File: src/rtl/fifo_serial_reader.sv
// fifo_serial_reader: drains a synchronous-read FIFO and sends each word out
// as an asynchronous frame (start 0, DATA_WIDTH bits LSB-first, stop 1).
// Keeps a wrapping count of completed frames.
//
//   state | meaning
//   ------+-----------------------------------------------------------
//   IDLE  | line high, waiting for enable=1 and a non-empty FIFO
//   POP   | read strobe high for this single cycle
//   LOAD  | FIFO data valid; captured into the shift register at edge
//   START | start bit (0) for CLKS_PER_BIT cycles
//   DATA  | DATA_WIDTH data bits, LSB first, CLKS_PER_BIT cycles each
//   STOP  | stop bit (1); frame counted on its last cycle
module fifo_serial_reader #(
  parameter int CLKS_PER_BIT = 4,
  parameter int DATA_WIDTH   = 8
) (
  input  logic                  clk,
  input  logic                  rst_n,
  input  logic                  enable,
  input  logic                  empty,
  input  logic [DATA_WIDTH-1:0] dataOut,
  output logic                  read,
  output logic                  txd,
  output logic                  busy,
  output logic [7:0]            byteCount
);

  localparam int CW = (CLKS_PER_BIT > 1) ? $clog2(CLKS_PER_BIT) : 1;
  localparam int IW = (DATA_WIDTH > 1) ? $clog2(DATA_WIDTH) : 1;
  localparam logic [CW-1:0] BIT_LAST = CW'(CLKS_PER_BIT - 1);
  localparam logic [IW-1:0] IDX_LAST = IW'(DATA_WIDTH - 1);

  typedef enum logic [2:0] {
    IDLE  = 3'd0,
    POP   = 3'd1,
    LOAD  = 3'd2,
    START = 3'd3,
    DATA  = 3'd4,
    STOP  = 3'd5
  } state_t;

  state_t                state;
  logic [DATA_WIDTH-1:0] shift;
  logic [CW-1:0]         bit_cnt;
  logic [IW-1:0]         bit_idx;
  logic                  bit_end;
  logic                  can_pop;

  // Inputs only steer the next-state decision; outputs stay purely registered.
  assign bit_end = (bit_cnt == BIT_LAST);
  assign can_pop = enable & ~empty;

  // Frame sequencer with registered read/txd/busy and the frame counter.
  always_ff @(posedge clk or negedge rst_n) begin
    if (!rst_n) begin
      state     <= IDLE;
      shift     <= '0;
      bit_cnt   <= '0;
      bit_idx   <= '0;
      txd       <= 1'b1;
      read      <= 1'b0;
      busy      <= 1'b0;
      byteCount <= 8'd0;
    end else begin
      read <= 1'b0;
      case (state)
        IDLE: begin
          txd <= 1'b1;
          if (can_pop) begin
            state <= POP;
            read  <= 1'b1;
            busy  <= 1'b1;
          end
        end
        POP: begin
          state <= LOAD;
        end
        LOAD: begin
          shift   <= dataOut;
          txd     <= 1'b0;
          bit_cnt <= '0;
          state   <= START;
        end
        START: begin
          if (bit_end) begin
            bit_cnt <= '0;
            bit_idx <= '0;
            txd     <= shift[0];
            state   <= DATA;
          end else begin
            bit_cnt <= bit_cnt + CW'(1);
          end
        end
        DATA: begin
          if (bit_end) begin
            bit_cnt <= '0;
            if (bit_idx == IDX_LAST) begin
              txd   <= 1'b1;
              state <= STOP;
            end else begin
              // present the next bit while dropping the one just sent
              shift   <= shift >> 1;
              txd     <= shift[1];
              bit_idx <= bit_idx + IW'(1);
            end
          end else begin
            bit_cnt <= bit_cnt + CW'(1);
          end
        end
        STOP: begin
          if (bit_end) begin
            bit_cnt   <= '0;
            byteCount <= byteCount + 8'd1;
            // chain straight into the next pop to keep the gap at two cycles
            if (can_pop) begin
              state <= POP;
              read  <= 1'b1;
            end else begin
              state <= IDLE;
              busy  <= 1'b0;
            end
          end else begin
            bit_cnt <= bit_cnt + CW'(1);
          end
        end
        default: begin
          state <= IDLE;
          txd   <= 1'b1;
          busy  <= 1'b0;
        end
      endcase
    end
  end

endmodule

File: config.mk
export PLATFORM = sky130hd
export DESIGN_NAME = fifo_serial_reader
export DESIGN_NICKNAME = d
export VERILOG_FILES = /design/src/rtl/fifo_serial_reader.sv
export SDC_FILE = /design/constraint.sdc
export NUM_CORES = 1
export LEC_CHECK = 0
export CAP_MARGIN = 10
export CORE_MARGIN = 2
export CORE_UTILIZATION = 38
export DETAILED_ROUTE_END_ITERATION = 7
export GPL_ROUTABILITY_DRIVEN = 0
export MAX_ROUTING_LAYER = met4
export PLACE_DENSITY = 0.66
export SYNTH_ARGS = -nofsm -noshare
export SYNTH_HDL_FRONTEND = slang
export SYNTH_SLANG_ARGS = --single-unit
File: constraint.sdc
create_clock -name clk -period 2.5 [get_ports clk]
set_clock_uncertainty 0.15 [all_clocks]
set_input_delay 0.5 -clock clk [delete_from_list [all_inputs] [get_ports clk]]
set_output_delay 0.5 -clock clk [all_outputs]
set_load 0.03 [all_outputs]
* After elaboration in Yosys (flattened, before gate mapping) *
Cells that the tools add are included.

storage, ports and cells
  register bits after elaboration = 27
  bits of input ports = 12
  output and inout port bits = 11
  word-level logic and storage cells = 69

operators by class
  add/sub/neg operators = 3
  equal/unequal tests = 14
  muxes and demuxes = 27
  bitwise operators = 4
  reductions and logical operators = 13

operator list
  cell                 count
  $mux 3               8
  $pmux 3 s6           1
  $mux 8               2
  $pmux 8 s2           1
  $ne 2x2->1 const B   7
  $eq 3x3->1 const B   3
  $mux 1               9
  $add 8x1->8 const B  1
  $reduce_and 4->1     2
  $eq 3x2->1 const B   2
  $pmux 3 s2           1
  $reduce_and 3->1     2
  $reduce_bool 2->1    3
  $reduce_and 5->1     1
  $pmux 1 s4           1
  $pmux 2 s2           1
  $reduce_or 4->1      1
  $add 3x1->3 const B  1
  $eq 3x1->1 const B   1
  $logic_not 3->1      1
  $not 1->1            3
  $pmux 1 s3           1
  $reduce_or 3->1      1
  $add 2x1->2 const B  1
  6 further kinds      6

* Longest topological paths before layout *
Gate-level depths: netlist of the first run.

  depth after elaboration = 5
  gate-level depth with buffers = 5
  gate-level depth less buffers = 5

* Least setup slack after synthesis of the first run *
No wires, ideal clock.

  path type = register -> register
  start = reg bit_idx[0]
  end = reg bit_idx[0]
  library setup time = 0.125 ns
  arrival time = 1.682 ns
  slack = 0.543 ns
  stages on the path, launching flop included = 6
  buffers on the path = 0
  path through = dfrtp_1 -> ha_1 -> ha_1 -> or4b_1 -> a21bo_1 -> mux2_4

between the ends
  cells in the longest elaborated chain, start to end = 4
  elaborated cells on any way between the ends = 7
  classes of those cells = add/sub (1); eq/ne (2); mux (3); reduce/logical (1)

ends and longest elaborated chain
  item                    line  source
  start, declared         45    logic [IW-1:0] bit_idx;
  start signal, assigned  104   bit_idx <= bit_idx + IW'(1);
  $add 3x1->3             104
  $mux 3                  97    if (bit_idx == IDX_LAST) begin
  $mux 3                  95    if (bit_end) begin
  $pmux 3 s2              66    case (state)

Several ways; a longest one is shown, not always the timed one. The select of a mux whose other input is x is not followed.
A chain may end at the register's enable or synchronous reset.

* Final worst setup path of the first run *
  start = reg txd
  end = out txd

RTL lines
  item                    line  source
  start, declared         23    output logic txd,
  start signal, assigned  88    txd <= shift[0];
  start signal, assigned  103   txd <= shift[1];

No word-level cell between the ends.

==> out/qor.yml, run 1 <==
cells_and_area:
  multi_input_area_um2: 689.4
  final_cells: 191
  final_common_cell: "dfrtp_1"
  nets: 160
  area_growth_pct: 22.67
  fillers: 347
  final_cell_area_mm2: 0.001727
  seq_area_um2: 676.9
  antenna_cells: 0
  layout_common_cells: "26 x dfrtp_1, 22 x clkdlybuf4s50_1, 9 x mux2_2"
  fin_util_pct: 47.88
  drive_gt1_share_pct: 14.69
synth:
  synth_edf_count: 0
  yosysTopAreaCellShare_pct: 46.22
  syn_nets: 136
  ys_top_cells_by_area: "dfrtp_1 46%, mux2_2 7.2%, mux2_1 6.4%"
  synth_top_cell_by_area: "dfrtp_1"
  async_flop_share_pct: 100.0
  synth-main-ff-cell: "dfrtp_1"
  yosysSeqAreaShare_pct: 48.09
  synth_cells: 120
  avgSynthCellArea_um2: 11.73
  synth_cell_types: 41
  synth_seq_cells: 27
  synth_warnings: 0
  syn-cell-area_mm2: 0.001408
routing:
  drc: 0
  routed_wl_mm: 2.523
  wl_per_cell_um: 13.21
  ant_nets: 0
  vias: 971
  drtIter0Drc: 13
  first_pass_iters: 4
  avgViaCountPerCell: 5.084
critical_path:
  worstPathCellList: "clkdlybuf4s50_1"
  crit_required_ps: 1850
  cp_top_family: "buffers and inverters"
  crit_path_top_delay_cell: "clkdlybuf4s50_1"
  crit_buf_inv: 1
  cp-startpoint: "txd$_DFFE_PN1P_"
  crit_fanout: 2
  start_kind: "register"
  crit_type: "reg2out"
  critPathMaxStageDelay_ps: 660
  critical_path_arrival_ps: 1480
  r2r-start: "bit_idx[0]$_DFFE_PN0P_"
  crit_path_end_kind: "output pin"
cts:
  clk_latency_ps: 270
  cts_tree: "yes"
  clk_pin_slew_worst_paths_ps: 90
  cts_buffers: 3
  htreeDepth: 1
  root_buffer: "clkbuf_8"
  cts_hold_buf: 0
  cts_sinks: 27
  postCtsSetupBuffers: 0
  clk_path_buf_depth: 2
  cts_resized: 0
sta:
  max_clock_freq_mhz: 470.3
  rsz0062_at_grt: "false"
  worst_slew_pin_slew_ps: 493.7
  slew_headroom_pct: 67.08
  final_hold_viol_count: 0
  finalCriticalPeriod_ps: 2126
  slew_viol_final: 0
  post-route-period-util_pct: 85.05
  worst_hold_slack_ps: 319.3
  setup_tns_ps: 0
  setup_viol: 0
placed_design:
  port_buffers: 22
  post-place-cells: 187
  place_area_mm2: 0.001680
  hpwl_mm: 1.807
floorplan:
  core_mm2: 0.003606
  design.portCount: 23
  dieHeight_um: 64.86
  die_w_um: 64.86
  rows: 22
  die_area_mm2: 0.004207
  initial_core_util_pct: 39.04
global_routing:
  grt_pass1_vias: 986
  grt-ovfl-total: 0
  antenna_found_initial: 0
  grt_pass1_wl_mm: 4.457
  grt_usage_pct: 13.88
  grt_max_degree: 28
flow_run:
  drv_cap: 0
status:
  status: "finished, final reports clean"
power:
  power.density_mw_per_mm2: 924.7
  p_leak_nw: 0.7665
  ir_drop_v: 0.0003346
min_path:
  min-delay-start: "byteCount[7]$_DFFE_PN0P_"
  min_path_type: "reg2reg"
## layout make-up
cell class | count | area share, %
inverters | 5 | 1.087
flip-flops and latches | 27 | 39.20
clock buffers | 3 | 2.391
well taps | 48 | 3.478
repair buffers | 24 | 13.62
clock inverters | 1 | 0.2899
multi-input cells | 83 | 39.93
## synthesized netlist by cell type, types with 3 or more instances
master	count
dfrtp_1	26
xor2_1	5
nand2b_1	3
nand3_1	3
mux2_2	9
a211oi_1	3
mux2_1	8
a21oi_1	3
inv_1	4
ha_1	4
nand2_1	5
buf_2	3
nor2_1	5
nor2b_1	5
## power by group
part           total (W)  switching (W)  internal [W]
clock           0.000249       0.000137      0.000112
sequential      0.000721       0.000140      0.000581
combinational   0.000627       0.000277      0.000350
## final timing paths
path,depth (start not counted),slack (ps),endpoint
min in group asynchronous,2,440,shift[5]$_DFFE_PN0P_
setup reg to reg,5,440,shift[4]$_DFFE_PN0P_
max in group asynchronous,2,1460,txd$_DFFE_PN1P_
hold / removal,1,320,byteCount[7]$_DFFE_PN0P_
setup / recovery,1,370,txd
hold reg to reg,1,320,byteCount[7]$_DFFE_PN0P_
## cell families (layout without fill, tap and decap cells)
logic type,count (synthesis),in the layout,share of synthesized area (%)
buffers and inverters,10,33,2.933
XOR/XNOR,7,7,4.356
AND/OR/NAND/NOR,34,34,15.56
multiplexers,19,19,15.38
adder cells (fa/ha/maj),4,4,3.556
AO/OA/AOI/OAI,19,19,10.13
flip-flops,27,27,48.09
## stage by stage
stage / worst slack, ps / total power [W]
5_1_grt: 340.8 / 0.001740
3_5_place_dp: 431.6 / 0.001367
3_3_place_gp: 468.2 / 0.001341
4_1_cts: 361.4 / 0.001621
6_report: 373.8 / 0.001597
2_1_floorplan: 543.3 / 0.001202
## registers in the layout, summed over array words and instances, names as in the netlist
signal     cells
bit_cnt        2
bit_idx        3
busy           1
byteCount      8
read           1
shift          8
state          3
txd            1
## routing by layer
| layer | up-vias | track usage, % | routed length (um) |
|---|---|---|---|
| li1 | 480 | - | - |
| met3 | 2 | 2.083 | 99 |
| met5 | - | - | 0 |
| met4 | 0 | 4.787 | 30 |
| met2 | 24 | 22.04 | 1174 |
| met1 | 465 | 18.20 | 1218 |
(Power assumes the default switching activity.)
==> inputs of run 2 (changes only) <==
Settings changed: CTS_CLUSTER_SIZE set to 40.
==> results of run 2 <==
The final DEF is identical to that of run 1; final timing and power are the same.
==> inputs of run 3 (changes only) <==
Settings changed: ABC_CLOCK_PERIOD_IN_PS set to 2220, CAP_MARGIN 10 to 5.
Clock period 2.5 ns to 2.22 ns, I/O delays scaled along.
==> out/qor.yml, run 3 (synthesis gave the netlist of run 1 again) <==
sta:
  setup_tns_ps: 0  # unchanged
  finalCriticalPeriod_ps: 2076
  rsz0062_at_grt: "false"
  final_hold_viol_count: 0  # unchanged
  setup_viol: 0  # unchanged
  worst_hold_slack_ps: 317.8  # -1.459 ps
  max_clock_freq_mhz: 481.8
  slew_viol_final: 0  # unchanged
  post-route-period-util_pct: 93.50
  worst_slew_pin_slew_ps: 496.5  # +2.707 ps
  setup_ws_ps: 144.3  # -229.5 ps
  slew_headroom_pct: 66.90  # -0.18 points
cts:
  clk_latency_ps: 270  # about the same
  postCtsSetupBuffers: 0  # unchanged
  cts_tree: "yes"
  cts_buffers: 3  # unchanged
  htreeDepth: 1  # unchanged
  cts_hold_buf: 0  # unchanged
  cts_resized: 0  # unchanged
  root_buffer: "clkbuf_8"
  clk_pin_slew_worst_paths_ps: 90  # about the same
  clk_path_buf_depth: 2  # unchanged
  cts_sinks: 27  # unchanged
global_routing:
  antenna_found_initial: 0  # unchanged
  gr-usage-met2_pct: 22.04  # unchanged
  globalRouteMet3Util_pct: 2.604  # +0.52 points
  grt_max_degree: 28  # unchanged
  grt_usage_pct: 13.89  # about the same
  use_met1_pct: 17.89  # -0.31 points
  busiest_layer: "met2"
  grt_pass1_wl_mm: 4.478  # +0.47%
  grt_pass1_vias: 992  # +0.61%
  grt-ovfl-total: 0  # unchanged
cells_and_area:
  drive_gt1_share_pct: 14.69  # unchanged
  nets: 160  # unchanged
  layout_common_cells: "26 x dfrtp_1, 22 x clkdlybuf4s50_1, 9 x mux2_2"
  antenna_cells: 0  # unchanged
  largestRegisters: "byteCount (8), shift (8)"
  fillers: 322  # -7.2%
  final_common_cell: "dfrtp_1"
  area_growth_pct: 22.67  # unchanged
critical_path:
  crit_required_ps: 2230  # +380 ps
  critical_path_arrival_ps: 2090  # +610 ps
  cp-startpoint: "bit_idx[0]$_DFFE_PN0P_"
  worstPathCellList: "ha_1 -> ha_1 -> nand4bb_1 -> a21oi_2 -> mux2_2"
  r2r-start: "bit_idx[0]$_DFFE_PN0P_"
  crit_top_cell: "ha_1"
  start_kind: "register"
  crit_fanout: 8  # +6
  crit_type: "reg2reg"
  critPathMaxStageDelay_ps: 410  # -250 ps
  crit_path_end_kind: "register"
  crit_path_top_delay_cell: "dfrtp_1"
floorplan:
  die_area_mm2: 0.004207  # unchanged
  die_w_um: 64.86  # unchanged
  initial_core_util_pct: 39.04  # unchanged
  design.portCount: 23  # unchanged
  core_mm2: 0.003606  # unchanged
  dieHeight_um: 64.86  # unchanged
  rows: 22  # unchanged
power:
  p_leak_nw: 0.7665  # unchanged
  power.density_mw_per_mm2: 1043  # +13%
  ir_drop_v: 0.0004291  # +28%
flow_run:
  drv_cap: 0  # unchanged
min_path:
  min_path_type: "reg2reg"
  min-delay-start: "byteCount[7]$_DFFE_PN0P_"
routing:
  vias: 970  # -0.10%
  first_pass_iters: 4  # unchanged
  wl_per_cell_um: 13.53  # +2.5%
  routed_wl_mm: 2.585  # +2.5%
  avgViaCountPerCell: 5.079  # -0.10%
  drc: 0  # unchanged
  drtIter0Drc: 21  # +8
  ant_nets: 0  # unchanged
placed_design:
  hpwl_mm: 1.831  # +1.3%
  port_buffers: 22  # unchanged
  dp_slack_ps: 134.2  # -297.5 ps
status:
  status: "finished, final reports clean"
run 3: worst max-delay path, delay by kind of cell, from the launching register on:
kind | cells | cell delay [ps]
fa+ha+maj | 2 | 410
flops | 1 | 410
compound gates | 1 | 400
mux | 1 | 380
simple gates | 1 | 210
run 3: final cells by class:
| cell class | count | area [um^2] | area share (%) |
|---|---|---|---|
| clock inverter | 1 | 5.005 | 0.2899 |
| timing repair buffer | 24 | 235.2 | 13.62 |
| multi-input combinational | 83 | 689.4 | 39.93 |
| clock buffer | 3 | 41.29 | 2.391 |
| tap | 48 | 60.06 | 3.478 |
| inverter | 5 | 18.77 | 1.087 |
| sequential | 27 | 676.9 | 39.20 |
run 3: path summary, 6_finish.rpt:
kind | slack (ps) | cells past startpoint | end
max in group asynchronous | 1210 | 2 | txd$_DFFE_PN1P_
max | 140 | 5 | shift[7]$_DFFE_PN0P_
min reg2reg | 320 | 1 | byteCount[7]$_DFFE_PN0P_
max reg2reg | 140 | 5 | shift[7]$_DFFE_PN0P_
min | 320 | 1 | byteCount[7]$_DFFE_PN0P_
min in group asynchronous | 400 | 2 | shift[5]$_DFFE_PN0P_
run 3: where the power goes:
group	switching, W	internal (W)
Combinational	0.000313	0.000395
Sequential	0.000160	0.000654
Clock	0.000153	0.000126
run 3: per-layer routing:
metal  wire, um  share of wire [%]
met5          0                  0
met3        131                5.1
met4         37                1.4
met1       1240                 48
met2       1176                 45
run 3: metrics by stage:
step                      power (W)  cell area (um^2)  utilization (%)  std cells
after floorplan            0.001353              1408                -        120
after global placement     0.001510              1680            46.60        187
after detailed placement   0.001533              1680            46.60        187
after CTS                  0.001822              1727            47.88        191
after global routing       0.001948              1727            47.88        191
final                      0.001801              1727            47.88        191
